--- src/rtl/zip_mem_pkg.sv ---
// Shared encodings for the ZipCPU memory unit: operand sizes, FSM states
// and the alignment rule.
package zip_mem_pkg;

   typedef enum logic [1:0] {
      OP_RSVD = 2'b00,
      OP_WORD = 2'b01,
      OP_HALF = 2'b10,
      OP_BYTE = 2'b11
   } mem_size_t;

   typedef enum logic [1:0] {
      ST_IDLE = 2'd0,
      ST_REQ  = 2'd1,
      ST_ACK  = 2'd2
   } mem_state_t;

   // The reserved size code is handled exactly like a word access.
   function automatic logic misaligned(input mem_size_t sz, input logic [1:0] a);
      case (sz)
         OP_BYTE: misaligned = 1'b0;
         OP_HALF: misaligned = a[0];
         default: misaligned = (a != 2'b00);
      endcase
   endfunction

endpackage

--- src/rtl/zip_wb_memunit_if.sv ---
// Pipelined Wishbone bus seen from the memory unit (master) and the
// memory/interconnect (slave).
interface zip_wb_memunit_if #(
   parameter int AW = 30
);
   logic          cyc;
   logic          stb;
   logic          we;
   logic [AW-1:0] addr;
   logic [31:0]   data;
   logic [3:0]    sel;
   logic          stall;
   logic          ack;
   logic          err;
   logic [31:0]   idata;

   modport master (
      output cyc, stb, we, addr, data, sel,
      input  stall, ack, err, idata
   );

   modport slave (
      input  cyc, stb, we, addr, data, sel,
      output stall, ack, err, idata
   );
endinterface

--- src/rtl/zip_memunit_lanes.sv ---
// Big-endian byte-lane steering: select mask and store replication for a
// request, plus shift-down and zero-extension of returned load data.
module zip_memunit_lanes
   import zip_mem_pkg::*;
(
   input  mem_size_t   i_size,
   input  logic [1:0]  i_off,
   input  logic [31:0] i_data,
   input  mem_size_t   i_rd_size,
   input  logic [1:0]  i_rd_off,
   input  logic [31:0] i_rd_data,
   output logic [3:0]  o_sel,
   output logic [31:0] o_data,
   output logic [31:0] o_rd_data
);

   // Lane gi carries bits [8*gi+7:8*gi]; byte offset 0 lives in lane 3.
   generate
      for (genvar gi = 0; gi < 4; gi++) begin : g_lane
         localparam logic [1:0] LANE_OFF = 2'(3 - gi);

         assign o_sel[gi] = (i_size == OP_BYTE) ? (i_off == LANE_OFF)
                          : (i_size == OP_HALF) ? (i_off[1] == LANE_OFF[1])
                          : 1'b1;

         assign o_data[8*gi +: 8] = (i_size == OP_BYTE) ? i_data[7:0]
                                  : (i_size == OP_HALF) ? i_data[8*(gi%2) +: 8]
                                  : i_data[8*gi +: 8];
      end
   endgenerate

   always_comb begin
      o_rd_data = '0;
      case (i_rd_size)
         OP_BYTE: begin
            case (i_rd_off)
               2'd0:    o_rd_data[7:0] = i_rd_data[31:24];
               2'd1:    o_rd_data[7:0] = i_rd_data[23:16];
               2'd2:    o_rd_data[7:0] = i_rd_data[15:8];
               default: o_rd_data[7:0] = i_rd_data[7:0];
            endcase
         end
         OP_HALF: o_rd_data[15:0] = i_rd_off[1] ? i_rd_data[15:0] : i_rd_data[31:16];
         default: o_rd_data = i_rd_data;
      endcase
   end

endmodule

--- src/rtl/zip_wb_memunit.sv ---
// ZipCPU memory unit: one load/store at a time, issued as a single pipelined
// Wishbone transfer, with the busy/valid/done/err handshake to the pipeline.
module zip_wb_memunit
   import zip_mem_pkg::*;
#(
   parameter bit IMPLEMENT_LOCK    = 1'b0,
   parameter bit OPT_ALIGNMENT_ERR = 1'b1,
   parameter int AW                = 30
) (
   input  logic        i_clk,
   input  logic        i_reset_n,
   input  logic        i_cpu_reset,
   input  logic        i_stb,
   input  logic        i_lock,
   input  logic [2:0]  i_op,
   input  logic [31:0] i_addr,
   input  logic [31:0] i_data,
   input  logic [4:0]  i_oreg,
   output logic        o_busy,
   output logic        o_rdbusy,
   output logic        o_pipe_stalled,
   output logic        o_valid,
   output logic        o_done,
   output logic        o_err,
   output logic [4:0]  o_wreg,
   output logic [31:0] o_result,
   zip_wb_memunit_if.master wb
);

   mem_state_t    state_reg,  state_next;
   logic          cyc_reg,    cyc_next;
   logic          stb_reg,    stb_next;
   logic          we_reg,     we_next;
   logic [AW-1:0] addr_reg,   addr_next;
   logic [31:0]   wdata_reg,  wdata_next;
   logic [3:0]    sel_reg,    sel_next;
   mem_size_t     size_reg,   size_next;
   logic [1:0]    off_reg,    off_next;
   logic [4:0]    wreg_reg,   wreg_next;
   logic [31:0]   result_reg, result_next;
   logic          valid_reg,  valid_next;
   logic          done_reg,   done_next;
   logic          err_reg,    err_next;

   mem_size_t   req_size;
   logic [3:0]  lane_sel;
   logic [31:0] lane_wdata;
   logic [31:0] lane_rdata;

   assign req_size = mem_size_t'(i_op[2:1]);

   zip_memunit_lanes u_lanes (
      .i_size    (req_size),
      .i_off     (i_addr[1:0]),
      .i_data    (i_data),
      .i_rd_size (size_reg),
      .i_rd_off  (off_reg),
      .i_rd_data (wb.idata),
      .o_sel     (lane_sel),
      .o_data    (lane_wdata),
      .o_rd_data (lane_rdata)
   );

   always_ff @(posedge i_clk or negedge i_reset_n) begin
      if (!i_reset_n) begin
         state_reg  <= ST_IDLE;
         cyc_reg    <= 1'b0;
         stb_reg    <= 1'b0;
         we_reg     <= 1'b0;
         addr_reg   <= '0;
         wdata_reg  <= '0;
         sel_reg    <= '0;
         size_reg   <= OP_RSVD;
         off_reg    <= '0;
         wreg_reg   <= '0;
         result_reg <= '0;
         valid_reg  <= 1'b0;
         done_reg   <= 1'b0;
         err_reg    <= 1'b0;
      end else begin
         state_reg  <= state_next;
         cyc_reg    <= cyc_next;
         stb_reg    <= stb_next;
         we_reg     <= we_next;
         addr_reg   <= addr_next;
         wdata_reg  <= wdata_next;
         sel_reg    <= sel_next;
         size_reg   <= size_next;
         off_reg    <= off_next;
         wreg_reg   <= wreg_next;
         result_reg <= result_next;
         valid_reg  <= valid_next;
         done_reg   <= done_next;
         err_reg    <= err_next;
      end
   end

   always_comb begin
      state_next  = state_reg;
      cyc_next    = cyc_reg;
      stb_next    = stb_reg;
      we_next     = we_reg;
      addr_next   = addr_reg;
      wdata_next  = wdata_reg;
      sel_next    = sel_reg;
      size_next   = size_reg;
      off_next    = off_reg;
      wreg_next   = wreg_reg;
      result_next = result_reg;
      valid_next  = 1'b0;
      done_next   = 1'b0;
      err_next    = 1'b0;

      if (i_cpu_reset) begin
         // Abort: the aborted op never reports, and a late ack lands in IDLE.
         state_next  = ST_IDLE;
         cyc_next    = 1'b0;
         stb_next    = 1'b0;
         we_next     = 1'b0;
         addr_next   = '0;
         wdata_next  = '0;
         sel_next    = '0;
         size_next   = OP_RSVD;
         off_next    = '0;
         wreg_next   = '0;
         result_next = '0;
      end else begin
         case (state_reg)
            ST_IDLE: begin
               // A locked sequence keeps the bus owned between operations.
               cyc_next = IMPLEMENT_LOCK && cyc_reg && i_lock;
               stb_next = 1'b0;
               if (i_stb) begin
                  wreg_next = i_oreg;
                  if (OPT_ALIGNMENT_ERR && misaligned(req_size, i_addr[1:0])) begin
                     done_next = 1'b1;
                     err_next  = 1'b1;
                     cyc_next  = 1'b0;
                  end else begin
                     state_next = ST_REQ;
                     cyc_next   = 1'b1;
                     stb_next   = 1'b1;
                     we_next    = i_op[0];
                     addr_next  = i_addr[AW+1:2];
                     wdata_next = lane_wdata;
                     sel_next   = lane_sel;
                     size_next  = req_size;
                     off_next   = i_addr[1:0];
                  end
               end
            end
            ST_REQ, ST_ACK: begin
               if (wb.err) begin
                  state_next = ST_IDLE;
                  cyc_next   = 1'b0;
                  stb_next   = 1'b0;
                  done_next  = 1'b1;
                  err_next   = 1'b1;
               end else if (wb.ack) begin
                  state_next = ST_IDLE;
                  cyc_next   = IMPLEMENT_LOCK && i_lock;
                  stb_next   = 1'b0;
                  done_next  = 1'b1;
                  valid_next = !we_reg;
                  if (!we_reg)
                     result_next = lane_rdata;
               end else if ((state_reg == ST_REQ) && !wb.stall) begin
                  state_next = ST_ACK;
                  stb_next   = 1'b0;
               end
            end
            default: begin
               state_next = ST_IDLE;
               cyc_next   = 1'b0;
               stb_next   = 1'b0;
            end
         endcase
      end
   end

   assign o_busy         = (state_reg != ST_IDLE);
   assign o_pipe_stalled = o_busy;
   assign o_rdbusy       = o_busy && !we_reg;
   assign o_valid        = valid_reg;
   assign o_done         = done_reg;
   assign o_err          = err_reg;
   assign o_wreg         = wreg_reg;
   assign o_result       = result_reg;

   assign wb.cyc  = cyc_reg;
   assign wb.stb  = stb_reg;
   assign wb.we   = we_reg;
   assign wb.addr = addr_reg;
   assign wb.data = wdata_reg;
   assign wb.sel  = sel_reg;

endmodule

--- src/flat_wrapper.sv ---
// flat-port wrapper written by rule: the top's interface ports become plain ports
module zip_wb_memunit_flat import zip_mem_pkg::*;
#(
   parameter bit IMPLEMENT_LOCK    = 1'b0,
   parameter bit OPT_ALIGNMENT_ERR = 1'b1,
   parameter int AW                = 30
)
  (i_clk, i_reset_n, i_cpu_reset, i_stb, i_lock, i_op, i_addr, i_data, i_oreg, o_busy, o_rdbusy, o_pipe_stalled, o_valid, o_done, o_err, o_wreg, o_result, wb_cyc, wb_stb, wb_we, wb_addr, wb_data, wb_sel, wb_stall, wb_ack, wb_err, wb_idata);
  zip_wb_memunit_if #(.AW(AW)) wb_i ();
  input  logic i_clk;
  input  logic i_reset_n;
  input  logic i_cpu_reset;
  input  logic i_stb;
  input  logic i_lock;
  input  logic [2:0] i_op;
  input  logic [31:0] i_addr;
  input  logic [31:0] i_data;
  input  logic [4:0] i_oreg;
  output logic o_busy;
  output logic o_rdbusy;
  output logic o_pipe_stalled;
  output logic o_valid;
  output logic o_done;
  output logic o_err;
  output logic [4:0] o_wreg;
  output logic [31:0] o_result;
  output wire logic [$bits(wb_i.cyc)-1:0] wb_cyc;
  output wire logic [$bits(wb_i.stb)-1:0] wb_stb;
  output wire logic [$bits(wb_i.we)-1:0] wb_we;
  output wire logic [$bits(wb_i.addr)-1:0] wb_addr;
  output wire logic [$bits(wb_i.data)-1:0] wb_data;
  output wire logic [$bits(wb_i.sel)-1:0] wb_sel;
  input wire logic [$bits(wb_i.stall)-1:0] wb_stall;
  input wire logic [$bits(wb_i.ack)-1:0] wb_ack;
  input wire logic [$bits(wb_i.err)-1:0] wb_err;
  input wire logic [$bits(wb_i.idata)-1:0] wb_idata;
  assign wb_cyc = wb_i.cyc;
  assign wb_stb = wb_i.stb;
  assign wb_we = wb_i.we;
  assign wb_addr = wb_i.addr;
  assign wb_data = wb_i.data;
  assign wb_sel = wb_i.sel;
  assign wb_i.stall = wb_stall;
  assign wb_i.ack = wb_ack;
  assign wb_i.err = wb_err;
  assign wb_i.idata = wb_idata;
  zip_wb_memunit #(.IMPLEMENT_LOCK(IMPLEMENT_LOCK), .OPT_ALIGNMENT_ERR(OPT_ALIGNMENT_ERR), .AW(AW)) u_core (.i_clk(i_clk), .i_reset_n(i_reset_n), .i_cpu_reset(i_cpu_reset), .i_stb(i_stb), .i_lock(i_lock), .i_op(i_op), .i_addr(i_addr), .i_data(i_data), .i_oreg(i_oreg), .o_busy(o_busy), .o_rdbusy(o_rdbusy), .o_pipe_stalled(o_pipe_stalled), .o_valid(o_valid), .o_done(o_done), .o_err(o_err), .o_wreg(o_wreg), .o_result(o_result), .wb(wb_i));
endmodule
--- config.mk ---
export PLATFORM = sky130hd
export DESIGN_NAME = zip_wb_memunit_flat
export DESIGN_NICKNAME = d
export VERILOG_FILES = /design/src/rtl/zip_mem_pkg.sv /design/src/rtl/zip_wb_memunit_if.sv /design/src/rtl/zip_memunit_lanes.sv /design/src/rtl/zip_wb_memunit.sv /design/src/flat_wrapper.sv
export SDC_FILE = /design/constraint.sdc
export NUM_CORES = 1
export LEC_CHECK = 0
export CORE_ASPECT_RATIO = 1.25
export CORE_MARGIN = 5
export CORE_UTILIZATION = 40
export CTS_BUF_LIST = sky130_fd_sc_hd__clkbuf_8
export CTS_CLUSTER_DIAMETER = 120
export CTS_CLUSTER_SIZE = 12
export DETAILED_ROUTE_END_ITERATION = 12
export GPL_TIMING_DRIVEN = 1
export PLACE_DENSITY = 0.76
export SYNTH_ARGS = -nofsm -noshare
export SYNTH_HDL_FRONTEND = slang
export SYNTH_SLANG_ARGS = --single-unit
--- constraint.sdc ---
create_clock -name i_clk -period 2.8 [get_ports i_clk]
set_clock_uncertainty 0.2 [all_clocks]
set_input_delay 0.56 -clock i_clk [delete_from_list [all_inputs] [get_ports i_clk]]
set_output_delay 0.56 -clock i_clk [all_outputs]
set_load 0.05 [all_outputs]
-- Yosys cells after proc, flatten, opt, wreduce, memory -nomap -nowiden
Cells that the tools add are included.
Widths: inputs -> output; s select.
- output and inout port bits: 112
- register bits after elaboration: 115
- reductions and logical operators: 19
- mux-type cells: 83
- bitwise gates (word level): 1
- equal/unequal tests: 18
- operator list (cell ; number):
    $mux 32 ; 9
    $mux 30 ; 4
    $mux 8 ; 5
    $mux 1 ; 33
    $mux 16 ; 2
    $pmux 8 s2 ; 2
    $mux 2 ; 14
    $pmux 8 s3 ; 1
    $eq 2x2->1 const B ; 8
    $mux 4 ; 4
    $mux 5 ; 3
    $reduce_bool 2->1 ; 6
    $pmux 1 s2 ; 5
    $eq 2x1->1 const B ; 3
    $logic_not 2->1 ; 3
    $ne 2x2->1 const B ; 3
    $ne 3x3->1 const B ; 2
    $reduce_and 3->1 ; 2
    $ne 5x4->1 const B ; 1
    $ne 4x4->1 const B ; 1
    $pmux 2 s2 ; 1
    $reduce_and 4->1 ; 1
    $reduce_or 2->1 ; 2
    $logic_and 1x1->1 ; 2
    other kinds (3) ; 4

-- Depth between registers and ports, before layout
- word-level depth: 9
- gate-level depth with buffers: 10

-- Modules after synthesis
From an unflattened synthesis, not the netlist that was laid out.
- cells, all modules: 573
- area, all modules: 5629.1 sq um
- by module, submodules not included (module ; seq. area each (sq um) ; cells an instance ; instances ; area each (sq um)):
    zip_wb_memunit ; 2877.8 ; 445 ; 1 ; 4705.8
    zip_memunit_lanes ; 0.0 ; 128 ; 1 ; 923.4

-- Worst setup path after synthesis
OpenSTA, ideal clock, no wires.
- path type: register to output
- start: reg u_core.state_reg[0]
- end: out o_rdbusy
- path slack: 0.726 ns
- arrival time: 1.314 ns
- data required time: 2.040 ns
- stages on the path, launching flop included: 4
- cells stage by stage: dfrtp_1 -> inv_1 -> ha_1 -> nor2_1
- longest elaborated chain between the ends: 2
- ends and longest elaborated chain (item ; line ; RTL):
    from (decl) ; zip_wb_memunit.sv:30 ; mem_state_t state_reg, state_next;
    from (signal assigned) ; zip_wb_memunit.sv:81 ; state_reg <= state_next;
    $reduce_bool 2->1 ; zip_wb_memunit.sv:181 ; assign o_busy = (state_reg != ST_IDLE);
    $logic_and 1x1->1 ; zip_wb_memunit.sv:183 ; assign o_rdbusy = o_busy && !we_reg;
    to (decl) ; flat_wrapper.sv:20 ; output logic o_rdbusy;
Every way passes these cells.

-- Final worst setup path
Ends and elaborated chain as after synthesis.

==> metrics.md <==
| Metric | Value |
|---|---|
| Post-route antenna net violation count | `0` |
| Hold Fails Final Rpt | `0` |
| Fill cells | `around 1.1k` |
| Vias in the first global route | `~5k` |
| Die Ht | `138.5 µm` |
| Static Leakage | `around 0.0034 µW` |
| Met1 Wirelength | `around 6600 µm` |
| Maximum vdd ir drop | `around 0.00031 V` |
| Mux cell area share after synthesis | `about 5%` |
| Compound-Gate Fraction of Synth Area | `19.65%` |
| Core area | `between 10000 and 15000 µm²` |
| Placement Setup Slack | `0.3081 ns` |
| Port Buffers | `approximately 220` |
| Post-Syn Area | `5285 µm²` |
| Area share of and/or/nand/nor cells after synthesis | `between 10% and 20%` |
| DR WL/cell | `roughly 18 µm` |
| Relative slew slack | `53.05%` |
| Synth Area in XOR/XNOR | `0%` |
| Initial antenna violation count | `0` |
| Routed WL | `between 15000 and 20000 µm` |
| Util after Layout | `61.53%` |
| TritonRoute pass-1 iters | `5` |
| Hold Crit Start | `u_core.o_result[3]` |
| Post-synth EDFFs | `0` |
| Max-slew violations | `0` |
| R2R Path Start | `u_core.state_reg[1]` |
| Setup CP Type | `flip-flop to output pin` |
| GRT Overall Usage | `21.35%` |
| TNS Setup | `0 ns` |
| Die width | `about 110 µm` |
| Post-DP HPWL | `12400 µm` |
| Clock Latency Late Sink | `0.41 ns` |
| Crit-path max FO | `5` |
| Pwr dens | `around 560 nW/µm²` |
| Detail Route met3 WL | `a little over 1000 µm` |
| Top post-synthesis cells by area | `dfrtp_1 (54%), nand2_1 (9.0%), a21oi_1 (5.7%), mux2i_1 (4.7%), a22o_1 (2.8%)` |
| Share of layout cells above drive strength 1 | `roughly 7.5%` |
| Area Growth Syn to Fin | `52.68%` |
| TritonCTS clock tree | `yes` |
| Asr flop ratio synth | `between 90% and 100%` |
| CTS sink count | `approximately 120` |
| # DRC | `0` |
| Diodes inserted | `0` |
| Largest net degree at the start of global routing | `65` |
| RSZ-0062 raised after global routing | `false` |
| Max Fclk | `around 390 MHz` |
| CP Capture Type | `output pin` |
| Slew @ Worst Pin | `around 0.70 ns` |
| Outcome | `completed` |
| Number of distinct library cells after synthesis | `36` |
| Sequential element share of the synthesized area | `54.45%` |
| Final cycle utilization of the critical path | `92.58%` |
| Crit path required time | `around 2 ns` |
| CTS Buf Count | `17` |
| Num rows | `47` |
| Flops & latches, synth | `approximately 120` |
| DR vias | `slightly below 5k` |
| Gpl congestion | `approximately 0.86` |
| Max-cap violations | `0` |
| Worst setup path start | `u_core.state_reg[0]` |
| Main combinational cell family by area after synthesis | `compound AO/OA/AOI/OAI gates` |
| Largest area contributor in the netlist | `dfrtp_1` |
| Post-synthesis adder-cell area fraction | `0.7102%` |
| Nets@finish | `between 800 and 900` |
| Synth Net Count | `~650` |
| Top Ports | `roughly 220` |
| Clock tree buffer depth | `2` |
| Pwr Total | `around 4500 µW` |
| Gate Count Post-Synth | `between 500 and 600` |
| Highest metal used | `met4` |
| First-pass GRT wire length | `~27000 µm` |
| Min cycle time layout | `about 2.6 ns` |
| Vias per cell | `between 5 and 6` |
| Met2 Wirelength | `8702 µm` |
| Synth Area per Inst | `9.842 µm²` |
| Worst setup margin | `0.2079 ns` |
| Root Driver | `clkbuf_8` |
| Worst Setup Start Kind | `flip-flop` |
| Die ar. | `15630 µm²` |
| Synth top area share | `a little over half` |
| CP arrival | `~1.8 ns` |
| Synth warnings | `0` |
| CTS H-tree depth | `4` |
| Initial DRC Count | `~200` |
| Setup violators final | `0` |
| Primary FF master, synth | `dfrtp_1` |
| Clk pin slew, worst setup/hold paths | `0.07 ns` |
| Worst hold path type | `flip-flop to flip-flop` |
| Starting Density | `around two fifths` |
| Grt ovf | `0` |
| Post-Place Cell Area | `~7600 µm²` |
| Fin area | `8069 µm²` |
## per-stage QoR
step                hold WS, ns  instances
floorplan               0.06441        537
global placement         0.2750        902
detailed placement       0.2731        902
CTS                      0.2943        935
global route             0.3122        935
finish                   0.2918        935
## routing by layer
layer | global-route usage [%] | vias to the layer above
met4 | 7.532 | 0
li1 | - | 2320
met1 | 25.11 | 2407
met5 | 0 | -
met3 | 5.988 | 23
met2 | 37.08 | 166
## power by group
part / internal [µW] / switching (µW) / total, µW
Sequential: 1750 / 55.3 / 1800
Combinational: 407 / 643 / 1050
Clock: 978 / 689 / 1670
## critical path, cell delays in order, from the launching register on
cell,delay [ns]
dfrtp_1,0.40
inv_1,0.07
ha_1,0.26
nor2_1,0.14
dlygate4sd2_1,0.55
## cells in the mapped netlist (3+ instances only)
master / count
nor2_1: 39
buf_6: 4
clkbuf_1: 10
buf_4: 3
a311oi_1: 9
o211ai_1: 8
a22oi_1: 8
mux2i_1: 25
a211oi_1: 10
inv_1: 6
a21oi_1: 60
dfrtp_1: 115
a2bb2oi_1: 8
nand3_1: 9
buf_2: 23
a221oi_1: 7
o2bb2ai_1: 15
nand2b_1: 5
ha_1: 3
a21boi_0: 3
o21ai_0: 3
nand2_1: 127
nor2b_1: 4
a22o_1: 17
## kinds of logic after synthesis
| group | Yosys count |
|---|---|
| compound gates | 150 |
| fa+ha+maj | 3 |
| buf+inv | 48 |
| flops | 115 |
| mux | 26 |
| simple gates | 195 |
## cell usage in the layout, fill, tap and decap left out, drive strengths merged, types with 5 or more instances in the layout
| cell type | count |
|---|---|
| a211oi | 10 |
| clkbuf | 21 |
| a22o | 17 |
| a221oi | 7 |
| a21oi | 60 |
| a22oi | 8 |
| nand2b | 6 |
| buf | 17 |
| mux2i | 25 |
| clkdlybuf4s50 | 217 |
| nor2 | 39 |
| a2bb2oi | 8 |
| dfrtp | 115 |
| nand2 | 127 |
| clkinvlp | 5 |
| a311oi | 9 |
| o211ai | 8 |
| o2bb2ai | 15 |
| nand3 | 9 |
| inv | 7 |
## final cells by class
class	count	area, µm²	area share, %
timing repair buffer	237	2350	29.12
clock buffer	21	289.0	3.582
clock inverter	11	150.1	1.861
multi-input combinational	374	2166	26.84
sequential	115	2878	35.66
tap	171	214.0	2.652
inverter	6	22.52	0.2791
## final timing paths
kind	to	slack, ns	depth (start not counted)
max reg2reg	u_core.wb.data[10]	0.73	7
min in group asynchronous	u_core.o_wreg[0]	0.47	2
min	u_core.o_result[3]	0.29	1
max	o_rdbusy	0.21	4
min reg2reg	u_core.o_result[3]	0.29	1
max in group asynchronous	u_core.o_err	1.22	3
## timing repair
action | in CTS | in global routing
endpoints found under the hold margin | 36 | 0
buffers inserted | 0 | 0
resized for setup | 2 | 0
hold buffers | 1 | 0
setup endpoints to repair | 2 | 0
(Power assumes the default switching activity.)
